**src/rtl/spi_shift_engine.sv**
```systemverilog
// rtl/spi_shift_engine.sv - byte-wide SPI master shift engine driven by the divider's half-period timebase
// One transfer per start level: CS setup tick, 2*DATA_W SCK edges, CS hold tick, then a level done flag.
module spi_shift_engine #(
  parameter int DATA_W = 8
) (
  input  logic              clk,
  input  logic              rst,
  input  logic              clk_div,
  input  logic              start,
  input  logic [1:0]        dir,
  input  logic              cpol,
  input  logic              cpha,
  input  logic              lsb_first,
  input  logic [DATA_W-1:0] tx_data,
  output logic [DATA_W-1:0] rx_data,
  output logic              busy,
  output logic              tx_ok,
  output logic              rx_ok,
  output logic              rtx_ok,
  output logic              spi_sck,
  output logic              spi_mosi,
  input  logic              spi_miso,
  output logic              spi_cs_n
);

  localparam int CW = $clog2(2 * DATA_W) + 1;
  localparam logic [CW-1:0] LAST_EDGE = CW'(2 * DATA_W);

  typedef enum logic [2:0] {
    IDLE,
    LEAD,
    XFER,
    TRAIL,
    DONE
  } state_t;

  state_t state, state_nxt;

  logic              clk_div_q;
  logic              tick;
  logic [1:0]        dir_q;
  logic              cpha_q;
  logic              lsb_q;
  logic [DATA_W-1:0] tx_sh;
  logic [DATA_W-1:0] rx_sh;
  logic [CW-1:0]     edge_cnt;
  logic [CW-1:0]     edge_nxt;
  logic              leading;
  logic              sample_now;
  logic              shift_now;
  logic              launch;

  function automatic logic first_bit(input logic [DATA_W-1:0] v, input logic lsb);
    return lsb ? v[0] : v[DATA_W-1];
  endfunction

  function automatic logic [DATA_W-1:0] drop_bit(input logic [DATA_W-1:0] v, input logic lsb);
    return lsb ? (v >> 1) : (v << 1);
  endfunction

  function automatic logic [DATA_W-1:0] push_bit(input logic [DATA_W-1:0] v, input logic b,
                                                 input logic lsb);
    return lsb ? {b, v[DATA_W-1:1]} : {v[DATA_W-2:0], b};
  endfunction

  assign tick     = clk_div ^ clk_div_q;
  assign busy     = (state != IDLE);
  assign launch   = start && (dir != 2'b00);
  assign edge_nxt = edge_cnt + 1'b1;
  assign leading  = edge_nxt[0];

  // Sample edge is leading for cpha=0 and trailing for cpha=1; the other edge shifts MOSI.
  // With cpha=0 the final trailing edge has no further bit to launch.
  assign sample_now = (state == XFER) && tick && (leading ^ cpha_q);
  assign shift_now  = (state == XFER) && tick && !(leading ^ cpha_q) &&
                      (cpha_q || (edge_nxt != LAST_EDGE));

  always_comb begin
    state_nxt = state;
    case (state)
      IDLE:    if (launch) state_nxt = LEAD;
      LEAD:    if (tick) state_nxt = XFER;
      XFER:    if (tick && (edge_nxt == LAST_EDGE)) state_nxt = TRAIL;
      TRAIL:   if (tick) state_nxt = DONE;
      DONE:    if (!start) state_nxt = IDLE;
      default: state_nxt = IDLE;
    endcase
  end

  always_ff @(posedge clk) begin
    if (rst) begin
      state     <= IDLE;
      clk_div_q <= 1'b0;
      dir_q     <= 2'b00;
      cpha_q    <= 1'b0;
      lsb_q     <= 1'b0;
      tx_sh     <= '0;
      rx_sh     <= '0;
      edge_cnt  <= '0;
      rx_data   <= '0;
      tx_ok     <= 1'b0;
      rx_ok     <= 1'b0;
      rtx_ok    <= 1'b0;
      spi_sck   <= 1'b0;
      spi_mosi  <= 1'b1;
      spi_cs_n  <= 1'b1;
    end else begin
      state     <= state_nxt;
      clk_div_q <= clk_div;
      case (state)
        IDLE: begin
          spi_sck  <= cpol;
          spi_cs_n <= 1'b1;
          spi_mosi <= 1'b1;
          if (launch) begin
            dir_q    <= dir;
            cpha_q   <= cpha;
            lsb_q    <= lsb_first;
            edge_cnt <= '0;
            rx_sh    <= '0;
            spi_cs_n <= 1'b0;
            if (!cpha && dir[0]) begin
              spi_mosi <= first_bit(tx_data, lsb_first);
              tx_sh    <= drop_bit(tx_data, lsb_first);
            end else begin
              tx_sh <= tx_data;
            end
          end
        end
        LEAD: begin
        end
        XFER: begin
          if (tick) begin
            spi_sck  <= ~spi_sck;
            edge_cnt <= edge_nxt;
          end
          if (sample_now && dir_q[1]) rx_sh <= push_bit(rx_sh, spi_miso, lsb_q);
          if (shift_now && dir_q[0]) begin
            spi_mosi <= first_bit(tx_sh, lsb_q);
            tx_sh    <= drop_bit(tx_sh, lsb_q);
          end
        end
        TRAIL: begin
          if (tick) begin
            spi_cs_n <= 1'b1;
            if (dir_q[1]) rx_data <= rx_sh;
            tx_ok  <= (dir_q == 2'b01);
            rx_ok  <= (dir_q == 2'b10);
            rtx_ok <= (dir_q == 2'b11);
          end
        end
        DONE: begin
          if (!start) begin
            tx_ok  <= 1'b0;
            rx_ok  <= 1'b0;
            rtx_ok <= 1'b0;
          end
        end
        default: begin
        end
      endcase
    end
  end

endmodule

```
**config.mk**
```make
export PLATFORM = sky130hd
export DESIGN_NAME = spi_shift_engine
export DESIGN_NICKNAME = d
export VERILOG_FILES = /design/src/rtl/spi_shift_engine.sv
export SDC_FILE = /design/constraint.sdc
export NUM_CORES = 1
export LEC_CHECK = 0
export CAP_MARGIN = 20
export CORE_ASPECT_RATIO = 1.4
export CORE_UTILIZATION = 55
export DETAILED_ROUTE_END_ITERATION = 10
export GPL_TIMING_DRIVEN = 1
export PLACE_DENSITY = 0.9
export SYNTH_ARGS = -nofsm -noshare
export SYNTH_HDL_FRONTEND = slang
export SYNTH_SLANG_ARGS = --single-unit
```
**constraint.sdc**
```tcl
create_clock -name clk -period 3.5 [get_ports clk]
set_input_delay 0.7 -clock clk [delete_from_list [all_inputs] [get_ports clk]]
set_output_delay 0.7 -clock clk [all_outputs]
set_load 0.02 [all_outputs]
```
==> results of run 1 <==
## registers in the layout, summed over array words and instances, names as in the netlist, 2 cells and up
name and count:
edge_cnt 5, rx_data 8, state 3, rx_sh 8, tx_sh 8, dir_q 2
## layer usage
layer  global-route usage, %  wire length (µm)
met5                       0                 0
met1                    25.8              2160
met2                    45.1              2910
met3                    4.30               187
met4                    12.6               103
## power by group through the flow
stage	Clock, mW	Sequential, mW	Combinational [mW]
finish	0.456	0.543	0.227
global route	0.485	0.547	0.247
CTS	0.462	0.542	0.226
detailed placement	0	0.553	0.225
global placement	0	0.553	0.219
floorplan	0	0.545	0.174
## critical path, cell delays in order, from the launching register on
cell             delay (ns)
dfxtp_1                0.43
nor3_1                 0.61
inv_1                  0.09
clkdlybuf4s50_1        0.56
## per-stage QoR
step | std cells | instance area [µm²] | setup WS, ns | power [mW] | util, %
final | 366 | 2870 | 0.813 | 1.23 | 67.6
after floorplan | 285 | 2450 | 1.60 | 0.720 | -
after global routing | 366 | 2870 | 0.726 | 1.28 | 67.6
after global placement | 358 | 2730 | 0.820 | 0.772 | 64.5
after CTS | 366 | 2870 | 0.798 | 1.23 | 67.6
after detailed placement | 358 | 2730 | 0.722 | 0.778 | 64.5
## how the worst max path moves through the flow
stage                         from         end  slack (ns)
after CTS                 state[2]        busy        0.80
after detailed placement    dir[0]    rx_sh[7]        0.72
after floorplan            clk_div  rx_data[4]        1.60
after global placement       start    rx_sh[5]        0.82
after global routing      state[2]        busy        0.73
final                     state[2]        busy        0.81
## synth_stat cells, types with 3 or more instances
library cell and count:
a21oi_1 17, o21ai_0 5, o41ai_1 8, a211oi_1 9
mux2i_1 30, nor2b_1 9, buf_6 4, nand3_1 5
nor3_1 4, o21ai_1 7, a311oi_1 8, nor2_1 42
o21a_1 3, clkbuf_1 5, buf_2 7, mux2_2 6
dfxtp_1 43, inv_1 13, nand2_1 22, xnor2_1 3
nand3b_1 3
## kinds of logic (layout without fill, tap and decap cells)
family / Yosys count / count (layout) / share of synthesized area, %
and+or+nand+nor: 97 / 97 / 19.0
AOI/OAI and AO/OA: 68 / 68 / 20.5
DFF: 43 / 43 / 35.1
muxes: 36 / 36 / 15.0
buffers and inverters: 33 / 54 / 6.94
xor gates and xnor gates: 6 / 6 / 2.45
adders and majority gates: 2 / 2 / 1.02
## layout make-up
| type | instances | area (µm²) |
|---|---|---|
| clock buffer | 6 | 72.6 |
| multi-input combinational | 209 | 1420 |
| sequential | 43 | 861 |
| timing repair buffer | 33 | 328 |
| clock inverter | 2 | 60.1 |
| tap | 60 | 75.1 |
| fill | 329 | 1370 |
| inverter | 13 | 48.8 |
==> key figures, run 1 <==
Outcome
  – Outcome: complete, no violations

Floorplan
  – Die ar.: 4730 µm²
  – Die height: 81.0 µm
  – Initial core utilization: 57.8%
  – Die extent in x: 58.4 µm
  – Ports: 33
  – Core area: 4240 µm²
  – Std-Cell Rows: 28

Place
  – GP Congestion: 0.907
  – IO buf count: 32
  – DP Wirelength: 3790 µm

CTS
  – # resized after CTS: 0
  – CTS tree: built
  – Postcts setup bufs: 0
  – H-tree depth: 2
  – Clk sinks: 43
  – Worst-Skew Late Latency: 0.30 ns
  – Clk pin slew, worst setup/hold paths: 0.08 ns
  – CTS Buf Count: 5
  – Max Root-Sink Buffers: 2
  – Root buffer cell: clkbuf_8
  – Hold-fix buffers, CTS: 0

STA
  – Clock skew: 0.00626 ns
  – Final Max Slew Viols: 0
  – Hold Violations, Final: 0
  – Minimum clock period: 2.69 ns
  – RSZ-0062 raised after global routing: false
  – Peak Freq: 0.372 GHz
  – Setup violators final: 0
  – Period Utilization, post-route: 76.8%
  – Setup TNS: 0 ns
  – Actual slew at the worst max-slew pin: 0.941 ns
  – Relative slew slack: 37.2%
  – Hold_ws: 0.456 ns

Logic synthesis
  – Area contributors post-synth: dfxtp_1 (35%), mux2i_1 (12%), nor2_1 (6.4%)
  – Post-Syn Area: 2450 µm²
  – Sequential fraction of the synthesis area: 35.1%
  – Top FF cell, synth: dfxtp_1
  – Yosys warns: 0
  – Async SR Flop Fraction: 0%
  – Post-synth cell types: 49
  – FF+latch count, synth: 43
  – Synth top area share: 35.1%
  – Syn Area/Cell: 8.60 µm²
  – Synth area leader: dfxtp_1
  – EDFF count, synth: 0
  – Post-synth net total: 305
  – Mapped Cells: 285

Power and ir drop
  – Sequential power share: 44.3%
  – Clock share of power: 37.2%
  – NetSw: 0.326 mW
  – Combinational share of power: 18.5%
  – Int Pwr: 0.900 mW
  – PD cells: 428 nW/µm²
  – Leakage: 1.05 nW
  – Maximum vdd drop: 329 µV
  – Switching share of total power: 26.6%

Final layout
  – Nets@finish: 325
  – Layout cells sized above 1: 7.52%
  – Layout area overhead: 16.9%
  – Commonest cells after routing, fill and taps aside: dfxtp_1 (43), nor2_1 (42), clkdlybuf4s50_1 (32), mux2i_1 (30), nand2_1 (22)
  – Diodes inserted: 0
  – Leading cell type in the layout, fill and taps excluded: dfxtp_1

Routing
  – DR vias/cell: 5.86
  – Via Count: 2146
  – Drt first pass iters: 4
  – 1st-iter DRT viols: 98
  – Antenna-violating nets left: 0
  – Routed len/inst: 14.7 µm
  – Detailed-route wire length: 5370 µm
  – DRC: 0

Setup path
  – CP max FO: 12
  – RR Startpoint: state[1]
  – Setup CP Type: reg2out
  – Worst EP arrival: 1.99 ns
  – CP Launch Type: flop
  – R2R setup slack: 1.28 ns
  – Worst path required time: 2.80 ns
  – R2R Path End: rx_sh[7]
  – Reg2reg path depth: 5
  – CP endpoint kind: output pin

Run
  – Max cap viols: 0

Worst hold path
  – Hold Path End: tx_ok
  – Hold path start: tx_ok
  – Hold Crit Class: reg2reg
  – Hold path depth: 2

Global route
  – Initial antenna violation count: 0
  – Largest net degree at the start of global routing: 53
  – Vias in the first global route: 2016
  – Gr usage total: 24.3%
  – First-pass GRT wire length: 8790 µm
  – GR Overflow Total: 0
No activity file was read; power rests on OpenSTA's default activity.
==> inputs of run 2 (changes only) <==
clock period = 2.53 ns   (was 3.5 ns; I/O delays follow)
==> run 2 against run 1 <==
Net effect: final cell count is 2.2% higher; combinational power is 47% higher; critical endpoint unchanged; clock skew hardly changed; non-clock buffer count is 8 higher; sequential cell count stayed put.
==> key figures, run 2 (same netlist as run 1, synthesis figures left out) <==
Power and ir drop
  – Combinational share of power: 21.5%
  – Leakage: 1.08 nW
  – Switching share of total power: 29.8%
  – NetSw: 0.461 mW
  – PD cells: 532 nW/µm²
  – Clock share of power: 30.2%
  – Int Pwr: 1.09 mW
  – Sequential power share: 48.3%
  – Maximum vdd drop: 521 µV

CTS
  – Clk pin slew, worst setup/hold paths: 0.08 ns
  – CTS Buf Count: 5
  – # resized after CTS: 0
  – Postcts setup bufs: 0
  – Max Root-Sink Buffers: 2
  – Root buffer cell: clkbuf_8
  – Worst-Skew Late Latency: 0.30 ns
  – Clk sinks: 43
  – CTS tree: built
  – H-tree depth: 2
  – Hold-fix buffers, CTS: 0

Worst hold path
  – Hold Crit Class: reg2reg
  – Hold path start: rx_ok

Floorplan
  – Ports: 33
  – Die extent in x: 58.4 µm
  – Initial core utilization: 57.8%
  – Die ar.: 4730 µm²
  – Core area: 4240 µm²
  – Die height: 81.0 µm
  – Std-Cell Rows: 28

Setup path
  – Slowest cell on crit path: clkdlybuf4s50_1
  – Crit path from: state[0]
  – CP max FO: 7
  – Max incr delay on CP: 0.55 ns
  – Critical-path cell list: nor3_2, inv_1, clkdlybuf4s50_1
  – R2R setup slack: 0.53 ns
  – CP endpoint kind: output pin
  – CP Launch Type: flop
  – Worst EP arrival: 1.75 ns
  – RR Startpoint: state[1]
  – Worst path required time: 2.02 ns
  – Setup CP Type: reg2out

Routing
  – WL met1: 2340 µm
  – 1st-iter DRT viols: 117
  – Met3 WL post-DR: 135 µm
  – DRC: 0
  – Routed met2 length: 2670 µm
  – Antenna-violating nets left: 0
  – Via Count: 2088
  – DR vias/cell: 5.58
  – Detailed-route wire length: 5270 µm
  – Routed len/inst: 14.1 µm
  – Max Used Layer: met4
  – Drt first pass iters: 4

Final layout
  – Nets@finish: 333
  – Commonest cells after routing, fill and taps aside: dfxtp_1 (43), nor2_1 (42), clkdlybuf4s50_1 (32), mux2i_1 (30), nand2_1 (22)
  – Layout area overhead: 18.7%
  – Diodes inserted: 0
  – Non-Filler Instances: 374
  – Layout cells sized above 1: 10.5%
  – Biggest regs: rx_data x8, rx_sh x8, tx_sh x8
  – Leading cell type in the layout, fill and taps excluded: dfxtp_1

Place
  – IO buf count: 32
  – Placed cell count: 366
  – GP Congestion: 0.888
  – DP Wirelength: 3640 µm

STA
  – Setup TNS: 0 ns
  – Hold Violations, Final: 0
  – Minimum clock period: 2.25 ns
  – Setup violators final: 0
  – Actual slew at the worst max-slew pin: 0.503 ns
  – Relative slew slack: 66.4%
  – Period Utilization, post-route: 89.0%
  – Peak Freq: 0.444 GHz
  – Clock skew: 0.00630 ns
  – RSZ-0062 raised after global routing: false
  – Final Max Slew Viols: 0

Global route
  – GR Overflow Total: 0
  – Initial antenna violation count: 0
  – Vias in the first global route: 2031
  – Largest net degree at the start of global routing: 53
  – Gr usage total: 24.2%
  – First-pass GRT wire length: 8890 µm

Outcome
  – Outcome: complete, no violations

Run
  – Max cap viols: 0
[run 2: cell type report]
type	count	area, µm²
Multi-Input combinational cell	209	1430
Fill cell	332	1330
Sequential cell	43	861
Timing Repair Buffer	41	400
Clock buffer	6	82.6
Tap cell	60	75.1
Inverter	13	48.8
Clock inverter	2	16.3
[run 2: worst paths after layout]
path,to,cells after the start
max reg2reg,rx_sh[7],5
min,rx_ok,2
min reg2reg,rx_ok,2
max,busy,3
[run 2: metal layers]
layer | up-vias | GRT usage (%)
li1 | 1065 | -
met1 | 973 | 27.9
met2 | 36 | 42.8
met3 | 14 | 4.30
met4 | 0 | 11.4
met5 | - | 0
[run 2: power by group through the flow]
stage | Sequential (mW) | Clock [mW] | Combinational [mW]
2_1_floorplan | 0.754 | 0 | 0.241
3_3_place_gp | 0.761 | 0 | 0.324
3_5_place_dp | 0.762 | 0 | 0.329
4_1_cts | 0.746 | 0.479 | 0.331
5_1_grt | 0.753 | 0.503 | 0.363
6_report | 0.747 | 0.467 | 0.333
[run 2: critical path, delay by kind of cell (launching register included)]
kind	cells	cell delay (ns)
AND/OR/NAND/NOR	1	0.45
buffers and inverters	2	0.62
flip-flops	1	0.38
[run 2: metrics by stage]
stage                     setup slack [ns]  area, µm²  hold slack (ns)  total power, mW  utilization [%]
after floorplan                      0.819       2450            0.446            0.996                -
after global placement               0.247       2810            0.444             1.08             66.2
after detailed placement             0.174       2810            0.446             1.09             66.2
after CTS                           0.0457       2900            0.462             1.56             68.5
after global routing                 0.229       2910            0.476             1.62             68.6
final                                0.277       2910            0.460             1.55             68.6
